--- src/rtl/dthr_pkg.sv ---
// Shared constants, types and helpers for the PBAS decision-threshold update.
// Latency: n/a (package only).
// Backpressure: n/a (package only).
package dthr_pkg;

    // Single-cycle stages that follow the two multiplier pipelines
    localparam int LAT_CMP = 1;
    localparam int LAT_MUX = 1;
    localparam int LAT_SAT = 1;
    localparam int LAT_OUT = 1;

    // Which stage-F branch produced a lane result
    typedef enum logic [1:0] {
        DTHR_PASS = 2'd0,
        DTHR_LOW  = 2'd1,
        DTHR_HIGH = 2'd2
    } dthr_clamp_e;

    // rv -> rnv latency in enabled cycles for a given multiplier depth
    function automatic int dthr_lat(input int mul_lat);
        return 2 * mul_lat + LAT_CMP + LAT_MUX + LAT_SAT + LAT_OUT;
    endfunction

endpackage

--- src/rtl/dthr_lane.sv ---
// One lane of the threshold update: thr=dmin*rscale, compare, factor select, rx*f, clamp, output reg.
// Latency: 2*MUL_LAT+4 enabled cycles from rx_i to rnx_o/clamp_o.
// Backpressure: none; ce=0 freezes every register. Upper clamp by rhigh_i only with DTHR_RHIGH_EN.
module dthr_lane #(
    parameter int DATA_W  = 16,
    parameter int FRAC_W  = 8,
    parameter int MUL_LAT = 4
) (
    input  logic              clk,
    input  logic              rst,
    input  logic              ce,
    input  logic [DATA_W-1:0] rx_i,
    input  logic [DATA_W-1:0] dmin_i,
    input  logic [DATA_W-1:0] rscale_i,
    input  logic [DATA_W-1:0] rlow_i,
    input  logic [DATA_W-1:0] one_minus_rinc_i,
    input  logic [DATA_W-1:0] one_plus_rinc_i,
`ifdef DTHR_RHIGH_EN
    input  logic [DATA_W-1:0] rhigh_i,
`endif
    output logic [DATA_W-1:0] rnx_o,
    output logic              clamp_o
);
    import dthr_pkg::*;

    localparam int PW = 2 * DATA_W;

    logic [PW-1:0]     thr_q [MUL_LAT];
    logic [DATA_W-1:0] rxa_q [MUL_LAT];
    logic              dec_q;
    logic [DATA_W-1:0] rxb_q;
    logic [DATA_W-1:0] rxc_q;
    logic [DATA_W-1:0] f_q;
    logic [PW-1:0]     p_q [MUL_LAT];
    logic [DATA_W-1:0] res_d, res_q;
    dthr_clamp_e       cls_d, cls_q;
    logic [DATA_W-1:0] rnx_q;
    logic              clamp_q;

    logic [PW-1:0]     rx_ext;
    logic [DATA_W:0]   win;
    logic              lo;
    logic              ovf;
    logic [DATA_W-1:0] q_v;
    logic [DATA_W-1:0] ceil_v;

    // rx aligned to the fixed-point position of thr for a full-width compare
    assign rx_ext = PW'(rxa_q[MUL_LAT-1]) << FRAC_W;

    // Stage A: dmin*rscale multiplier pipeline, rx delayed alongside
    always_ff @(posedge clk) begin
        if (ce) begin
            thr_q[0] <= PW'(dmin_i) * PW'(rscale_i);
            rxa_q[0] <= rx_i;
            for (int k = 1; k < MUL_LAT; k++) begin
                thr_q[k] <= thr_q[k-1];
                rxa_q[k] <= rxa_q[k-1];
            end
        end
    end

    // Stages B and C: strict compare (equality increases), then factor select
    always_ff @(posedge clk) begin
        if (ce) begin
            dec_q <= (rx_ext > thr_q[MUL_LAT-1]);
            rxb_q <= rxa_q[MUL_LAT-1];
            f_q   <= dec_q ? one_minus_rinc_i : one_plus_rinc_i;
            rxc_q <= rxb_q;
        end
    end

    // Stage D: rx*f multiplier pipeline
    always_ff @(posedge clk) begin
        if (ce) begin
            p_q[0] <= PW'(rxc_q) * PW'(f_q);
            for (int k = 1; k < MUL_LAT; k++) begin
                p_q[k] <= p_q[k-1];
            end
        end
    end

    assign win = p_q[MUL_LAT-1][DATA_W+FRAC_W:FRAC_W];
    assign ovf = |p_q[MUL_LAT-1][PW-1:DATA_W+FRAC_W];
    assign q_v = p_q[MUL_LAT-1][FRAC_W +: DATA_W];
    assign lo  = (win < {1'b0, rlow_i});

`ifdef DTHR_RHIGH_EN
    // A floor above the ceiling keeps the floor: results never drop below rlow
    assign ceil_v = (rlow_i > rhigh_i) ? rlow_i : rhigh_i;
`else
    assign ceil_v = '1;
`endif

    // Stages E/F: truncate, then clamp with floor taking priority over ceiling
    always_comb begin
        res_d = q_v;
        cls_d = DTHR_PASS;
        if (lo) begin
            res_d = rlow_i;
            cls_d = DTHR_LOW;
        end else if (ovf) begin
            res_d = ceil_v;
            cls_d = DTHR_HIGH;
`ifdef DTHR_RHIGH_EN
        end else if (q_v > ceil_v) begin
            res_d = ceil_v;
            cls_d = DTHR_HIGH;
`endif
        end
    end

    // Saturation result register
    always_ff @(posedge clk) begin
        if (ce) begin
            res_q <= res_d;
            cls_q <= cls_d;
        end
    end

    // Output register, cleared by reset so rnx reads zero until the first beat
    always_ff @(posedge clk) begin
        if (rst) begin
            rnx_q   <= '0;
            clamp_q <= 1'b0;
        end else if (ce) begin
            rnx_q   <= res_q;
            clamp_q <= (cls_q != DTHR_PASS);
        end
    end

    assign rnx_o   = rnx_q;
    assign clamp_o = clamp_q;

endmodule

--- src/rtl/decision_thr_mc.sv ---
// CH-lane PBAS decision-threshold update with valid tracking and a per-frame clamp counter.
// Latency: LAT = 2*MUL_LAT+4 enabled cycles rv->rnv; clamp_cnt one cycle after the counted beat.
// Backpressure: none beyond ce (ce=0 freezes all stages and forces rnv=0). DTHR_RHIGH_EN adds rhigh.
module decision_thr_mc #(
    parameter int DATA_W  = 16,
    parameter int FRAC_W  = 8,
    parameter int CH      = 1,
    parameter int MUL_LAT = 4,
    parameter int CNT_W   = 24
) (
    input  logic                 clk,
    input  logic                 rst,
    input  logic                 ce,
    input  logic                 rv,
    input  logic [CH*DATA_W-1:0] rx,
    input  logic [CH*DATA_W-1:0] dmin,
    input  logic [DATA_W-1:0]    rscale,
    input  logic [DATA_W-1:0]    rlow,
    input  logic [DATA_W-1:0]    one_minus_rinc,
    input  logic [DATA_W-1:0]    one_plus_rinc,
`ifdef DTHR_RHIGH_EN
    input  logic [DATA_W-1:0]    rhigh,
`endif
    input  logic                 frame_start,
    output logic                 rnv,
    output logic [CH*DATA_W-1:0] rnx,
    output logic [CNT_W-1:0]     clamp_cnt
);
    import dthr_pkg::*;

    localparam int LAT  = dthr_lat(MUL_LAT);
    localparam int PC_W = $clog2(CH + 1);

    logic [LAT-1:0]   vld_q;
    logic [CH-1:0]    clamp_v;
    logic [PC_W-1:0]  pop_d;
    logic [CNT_W:0]   sum_d;
    logic [CNT_W-1:0] cnt_d, cnt_q;

    for (genvar i = 0; i < CH; i++) begin : g_lane
        dthr_lane #(
            .DATA_W (DATA_W),
            .FRAC_W (FRAC_W),
            .MUL_LAT(MUL_LAT)
        ) u_lane (
            .clk             (clk),
            .rst             (rst),
            .ce              (ce),
            .rx_i            (rx[i*DATA_W +: DATA_W]),
            .dmin_i          (dmin[i*DATA_W +: DATA_W]),
            .rscale_i        (rscale),
            .rlow_i          (rlow),
            .one_minus_rinc_i(one_minus_rinc),
            .one_plus_rinc_i (one_plus_rinc),
`ifdef DTHR_RHIGH_EN
            .rhigh_i         (rhigh),
`endif
            .rnx_o           (rnx[i*DATA_W +: DATA_W]),
            .clamp_o         (clamp_v[i])
        );
    end

    // Valid shift register matching the lane pipeline depth
    always_ff @(posedge clk) begin
        if (rst) begin
            vld_q <= '0;
        end else if (ce) begin
            vld_q <= {vld_q[LAT-2:0], rv};
        end
    end

    // A beat is only delivered on an enabled cycle; stalled beats reappear once ce returns
    assign rnv = vld_q[LAT-1] & ce;

    // Count clamped lanes of the delivered beat and compute the next counter value
    always_comb begin
        pop_d = '0;
        for (int i = 0; i < CH; i++) begin
            pop_d = pop_d + PC_W'(clamp_v[i]);
        end
        sum_d = {1'b0, cnt_q} + (CNT_W+1)'(pop_d);
        cnt_d = cnt_q;
        if (frame_start) begin
            // a beat coinciding with frame_start belongs to the new frame
            cnt_d = rnv ? CNT_W'(pop_d) : '0;
        end else if (rnv) begin
            cnt_d = sum_d[CNT_W] ? '1 : sum_d[CNT_W-1:0];
        end
    end

    // Clamp counter register
    always_ff @(posedge clk) begin
        if (rst) begin
            cnt_q <= '0;
        end else begin
            cnt_q <= cnt_d;
        end
    end

    assign clamp_cnt = cnt_q;

endmodule

--- config.mk ---
export PLATFORM = sky130hd
export DESIGN_NAME = decision_thr_mc
export DESIGN_NICKNAME = d
export VERILOG_FILES = /design/src/rtl/dthr_pkg.sv /design/src/rtl/dthr_lane.sv /design/src/rtl/decision_thr_mc.sv
export SDC_FILE = /design/constraint.sdc
export NUM_CORES = 2
export LEC_CHECK = 0
export ABC_AREA = 1
export BUFFER_PORTS_ARGS = -buffer_cell sky130_fd_sc_hd__buf_2
export CAP_MARGIN = 20
export CORE_MARGIN = 2
export CORE_UTILIZATION = 50
export CTS_BUF_LIST = sky130_fd_sc_hd__clkbuf_16
export CTS_CLUSTER_DIAMETER = 200
export DETAILED_ROUTE_END_ITERATION = 8
export GPL_ROUTABILITY_DRIVEN = 0
export GPL_TIMING_DRIVEN = 0
export PLACE_DENSITY = 0.67
export SLEW_MARGIN = 0
export SYNTH_ARGS = -nofsm -noshare
export SYNTH_HDL_FRONTEND = slang
export SYNTH_SLANG_ARGS = --single-unit
--- constraint.sdc ---
create_clock -name clk -period 6.3 [get_ports clk]
set_input_delay 0 -clock clk [delete_from_list [all_inputs] [get_ports clk]]
set_output_delay 0 -clock clk [all_outputs]
set_load 0.01 [all_outputs]
======== Yosys cells after proc, flatten, opt, wreduce, memory -nomap -nowiden ========
Memory sizes are Yosys's and may differ from the RTL's.
Cells that the tools add are included.
word-level totals
  output and inout bits ................... 41
  input bits .............................. 101
  bits in read-only memories .............. 0
  bits in writable memories ............... 320
  bits in latches ......................... 0
  memories ................................ 3
  bits in registers ....................... 120
  word-level logic and storage cells ...... 32
cells by class
  muxes and demuxes ....................... 10
  shift operators ......................... 0
  bitwise gates (word level) .............. 1
  add/subtract/negate cells ............... 1
  multipliers ............................. 2
  divide/modulo/power cells ............... 0
  order comparisons ....................... 2
  eq/ne operators ......................... 0
  reductions and logical operators ........ 3
memory list
  name                    depth  width  rd ports  clocked after memory_dff  write ports  line             text
  g_lane[0].u_lane.p_q    4      32     4         0                         4            dthr_lane.sv:34  logic [PW-1:0] p_q [MUL_LAT];
  g_lane[0].u_lane.thr_q  4      32     4         0                         4            dthr_lane.sv:28  logic [PW-1:0] thr_q [MUL_LAT];
  g_lane[0].u_lane.rxa_q  4      16     4         0                         4            dthr_lane.sv:29  logic [DATA_W-1:0] rxa_q [MUL_LAT];
operators with widths
  kind                                             count
  24-bit 2-to-1 mux                                3
  16-bit by 16-bit multiplier with 32-bit output   2
  16-bit 2-to-1 mux                                3
  24-bit by 32-bit > comparator with 1-bit output  1
  24-bit by 1-bit adder with 25-bit output         1
  17-bit by 16-bit < comparator with 1-bit output  1
  8-bit OR reduction                               1
  2-bit nonzero test                               2
  1-bit 2-to-1 mux                                 3
  2-bit 2-to-1 mux                                 1
  1-bit AND                                        1

======== Depth between registers and ports, before layout ========
  word-level depth ........................ 4
  depth in mapped cells ................... 27
  gate-level depth less buffers ........... 25

======== By module ========
Synthesis repeated with hierarchy kept, for this count alone.
second synthesis, totals
  cell total of the unflattened synthesis .. 3449
  area total of the unflattened synthesis .. 32508.7 um^2
modules (own cells, without submodules)
  module           times used  area an instance (um^2)  seq. area each (um^2)  cells an instance
  dthr_lane        1           30496.7                  11000.6                3141
  decision_thr_mc  1           2011.9                   720.7                  308

======== Least setup slack after synthesis ========
No wires, ideal clock.
  kind .................................... register to register
  start ................................... register g_lane[0].u_lane.rxc_q[14]
  end ..................................... memory g_lane[0].u_lane.p_q[0][29] in the netlist's numbering, data pin
  arrival time ............................ 5.128 ns
  buffers on the path ..................... 2
  cell stages (with the launch flop) ...... 22
  clock period less this slack ............ 5.380 ns
  data required time ...................... 6.048 ns
  library setup time ...................... 0.252 ns
  slack ................................... 0.920 ns
  cells stage by stage .................... edfxtp_1 > clkbuf_1 > clkbuf_1 > nand2_1 > fa_1 > fa_1 > inv_1 > fa_1 > fa_1 > fa_1 > inv_1 > fa_1 > inv_1 > ha_1 > nand2_1 > inv_1 > a21oi_1 > o21ai_0 > a21oi_1 > nand2_1 > nand2_1 > nand2_1
RTL lines
  element                   line             text
  start: declaration        dthr_lane.sv:32  logic [DATA_W-1:0] rxc_q;
  start signal: assignment  dthr_lane.sv:68  rxc_q <= rxb_q;
  end: declaration          dthr_lane.sv:34

==> impl_metrics.csv <==
group,metric,value,unit
finish,final_area,36700,um2
routing,vias_per_cell,5.00,
sta,fin_crit_sh,94.5,%
routing,routed_wl,72300,um
routing,drc_errors,0,
run,max_cap_viol_count,0,
worst_setup_path,critical_path_arrival,6.26,ns
routing,drt_first_iter_violations,1689,
routing,avgRoutedWirePerCell,15.6,um
clocking,clock_sinks,408,
logic_synthesis,synth_top_area_share,32.4,%
logic_synthesis,synth_area_leaders,"edfxtp_1 32%, fa_1 24%, nand2_1 11%",
sta,fmax,0.168,GHz
floorplan,die_y,260,um
worst_setup_path,cp-start-kind,"flop",
logic_synthesis,synth_edf_count,355,
logic_synthesis,postSynthAreaPerCell,9.30,um2
logic_synthesis,synthesis.nets,4261,
logic_synthesis,ys_async_sr_fraction,0,%
sta,tightest_slew,0.781,ns
routing,routed-via-count,23232,
global_route,met3_usage,3.36,%
hold_path,hold_path_class,"input port to flop",
finish,layout.nets,4471,
logic_synthesis,synth_area,32900,um2
logic_synthesis,synth_top_cell_by_area,"edfxtp_1",
global_route,grt-ovfl-total,0,
logic_synthesis,ys_types,48,
global_route,grt_pass1_wl,118000,um
logic_synthesis,syn_inst,3535,
finish,diodes,0,
global_route,met1_usage,28.9,%
place,io_buffers,108,
logic_synthesis,yosys_most_used_dff,"edfxtp_1",
logic_synthesis,synth_seq_cells,408,
worst_setup_path,path_max_fanout,10,
floorplan,start_util,50.3,%
floorplan,core_area,65400,um2
logic_synthesis,yosysSeqAreaShare,35.7,%
finish,areaGrowthSynthToFinish,11.7,%
global_route,busiest_layer,"met2",
sta,fin_skew,0.0130,ns
worst_setup_path,endpoint_kind,"flop",
sta,drv_slew,0,
floorplan,row_count,94,
place,post-place-cells,4510,
logic_synthesis,ys_warn_count,0,
worst_setup_path,crit_type,"flop to flop",
sta,finalHoldViolations,0,
floorplan,chipWidth,260,um
global_route,gr-usage-all-layers,22.2,%
floorplan,num_io_pins,142,
floorplan,dieArea,67800,um2
sta,setup_viol,0,
worst_setup_path,worstPathRequired,6.61,ns
routing,first_pass_iters,6,
finish,layout-drive-gt1-share,7.20,%
sta,fin_crit,5.96,ns
place,dpl_cell_area,34600,um2
clocking,cts-root-buf,"clkbuf_16",
global_route,grt_max_degree,130,
clocking,clockBufferDepth,3,
global_route,grt_antenna_before_repair,0,
clocking,clk_latency,0.56,ns
status,status,"complete, no violations",
clocking,h-tree-depth,2,
routing,ant_nets,0,
clocking,cts_tree,"yes",
sta,setup-tns-final,0,ns
global_route,met2_usage,37.5,%
sta,slew_headroom,47.9,%
finish,stdcell_count,4644,
global_route,grt_pass1_vias,23370,
clocking,cts_buffers,46,
place,dpl.hpwl,57500,um
sta,grt_setup_unrepaired,"no",
clocking,cts.clk_slew.worst_paths,0.06,ns
==> stage by stage <==
step / worst slack (ns) / hold WS (ns) / utilization, %
2_1_floorplan: 0.920 / 0.0989 / -
3_3_place_gp: -1.16 / 0.177 / 52.8
3_5_place_dp: 0.0133 / 0.178 / 52.9
4_1_cts: 0.0111 / 0.00510 / 56.2
5_1_grt: 0.00188 / 0.0305 / 56.2
6_report: 0.344 / 0.0443 / 56.2
==> logic make-up after synthesis <==
group | after synthesis | synth area share [%]
buf+inv | 971 | 11.2
simple gates | 1277 | 15.8
flops | 408 | 35.7
mux | 16 | 0.548
xor+xnor | 42 | 1.12
fa+ha+maj | 625 | 32.6
compound gates | 196 | 3.08
==> layout make-up <==
class                      count  area [um2]
fill                        5909       28700
multi-input combinational   2156       17500
buffer                       128         541
timing repair buffer         183        1350
sequential                   408       11700
tap                          864        1080
clock inverter                37         302
inverter                     822        3090
clock buffer                  46        1150
==> sequential cells by signal, summed over array words and instances, names as in the netlist, 24 cells and up <==
register             cells
clamp_cnt               24
g_lane.u_lane.thr_q    128
g_lane.u_lane.rxa_q     64
g_lane.u_lane.p_q       96
==> metal layers <==
| layer | share of wire (%) | vias to the layer above |
|---|---|---|
| li1 | - | 11138 |
| met1 | 41 | 11182 |
| met2 | 48 | 743 |
| met3 | 6.4 | 169 |
| met4 | 3.9 | 0 |
| met5 | 0 | - |
==> synthesized netlist by cell type, drive strengths merged, types with 9 or more instances <==
master / n
dfxtp: 53
nand4: 31
o21ai: 80
or2: 17
a21oi: 104
inv: 820
nor2: 186
ha: 238
nand3: 73
nor3: 19
xnor2: 14
mux2: 16
xor2: 28
clkbuf: 140
fa: 387
edfxtp: 355
nand2: 939
buf: 9
==> worst max-delay path, cell delays in order (launching register included) <==
cell	delay, ns
edfxtp_1	0.33
clkbuf_1	0.35
clkbuf_4	0.34
nand2_1	0.10
fa_1	0.53
inv_1	0.06
fa_1	0.50
fa_1	0.63
fa_1	0.45
fa_1	0.49
inv_1	0.05
fa_1	0.53
inv_1	0.04
ha_1	0.35
nand2_1	0.09
inv_1	0.07
a21oi_1	0.25
o21ai_0	0.17
a21oi_1	0.19
nand2_1	0.07
nand2_1	0.05
nand2_1	0.06
==> placed cells by master, fill, tap and decap left out, types with 4 or more instances in the layout <==
master	n
nand2_1	933
or2_0	7
xnor2_1	14
nor2_1	175
dfxtp_1	53
buf_2	116
dlygate4sd3_1	70
edfxtp_1	355
o21ai_1	9
inv_1	828
nor2_4	4
clkbuf_1	88
xor2_1	28
nor2_2	6
nand2_2	4
nand4_1	30
o21ai_0	71
nor3_1	18
ha_1	238
clkbuf_2	27
nand3b_1	5
clkinv_2	6
mux2_2	16
clkbuf_16	46
nand3_2	4
fa_1	387
clkinv_1	6
a21oi_1	103
clkinv_4	6
or2_2	7
nor4_1	4
nand3_1	68
==> what timing repair did <==
| action | 4_1_cts | 5_1_grt |
|---|---|---|
| endpoints found under the setup margin | 0 | 20 |
| resized for setup | 0 | 65 |
| buffers inserted | 0 | 2 |
| endpoints found under the hold margin | 142 | 0 |
| hold buffers | 70 | 0 |
==> path summary, 6_finish.rpt <==
check,start,to,slack [ns],cells after the start
min reg2reg,g_lane[0].u_lane.thr_q[2][12],g_lane[0].u_lane.thr_q[3][12],0.41,0
max reg2reg,g_lane[0].u_lane.rxc_q[8],g_lane[0].u_lane.p_q[0][29],0.34,21
min,dmin[0],g_lane[0].u_lane.thr_q[0][0],0.04,3
max,g_lane[0].u_lane.rxc_q[8],g_lane[0].u_lane.p_q[0][29],0.34,21
Power is left out: the tool's default activity adds up to more than one toggle a clock period on the data nets, which glitch-free logic cannot reach.
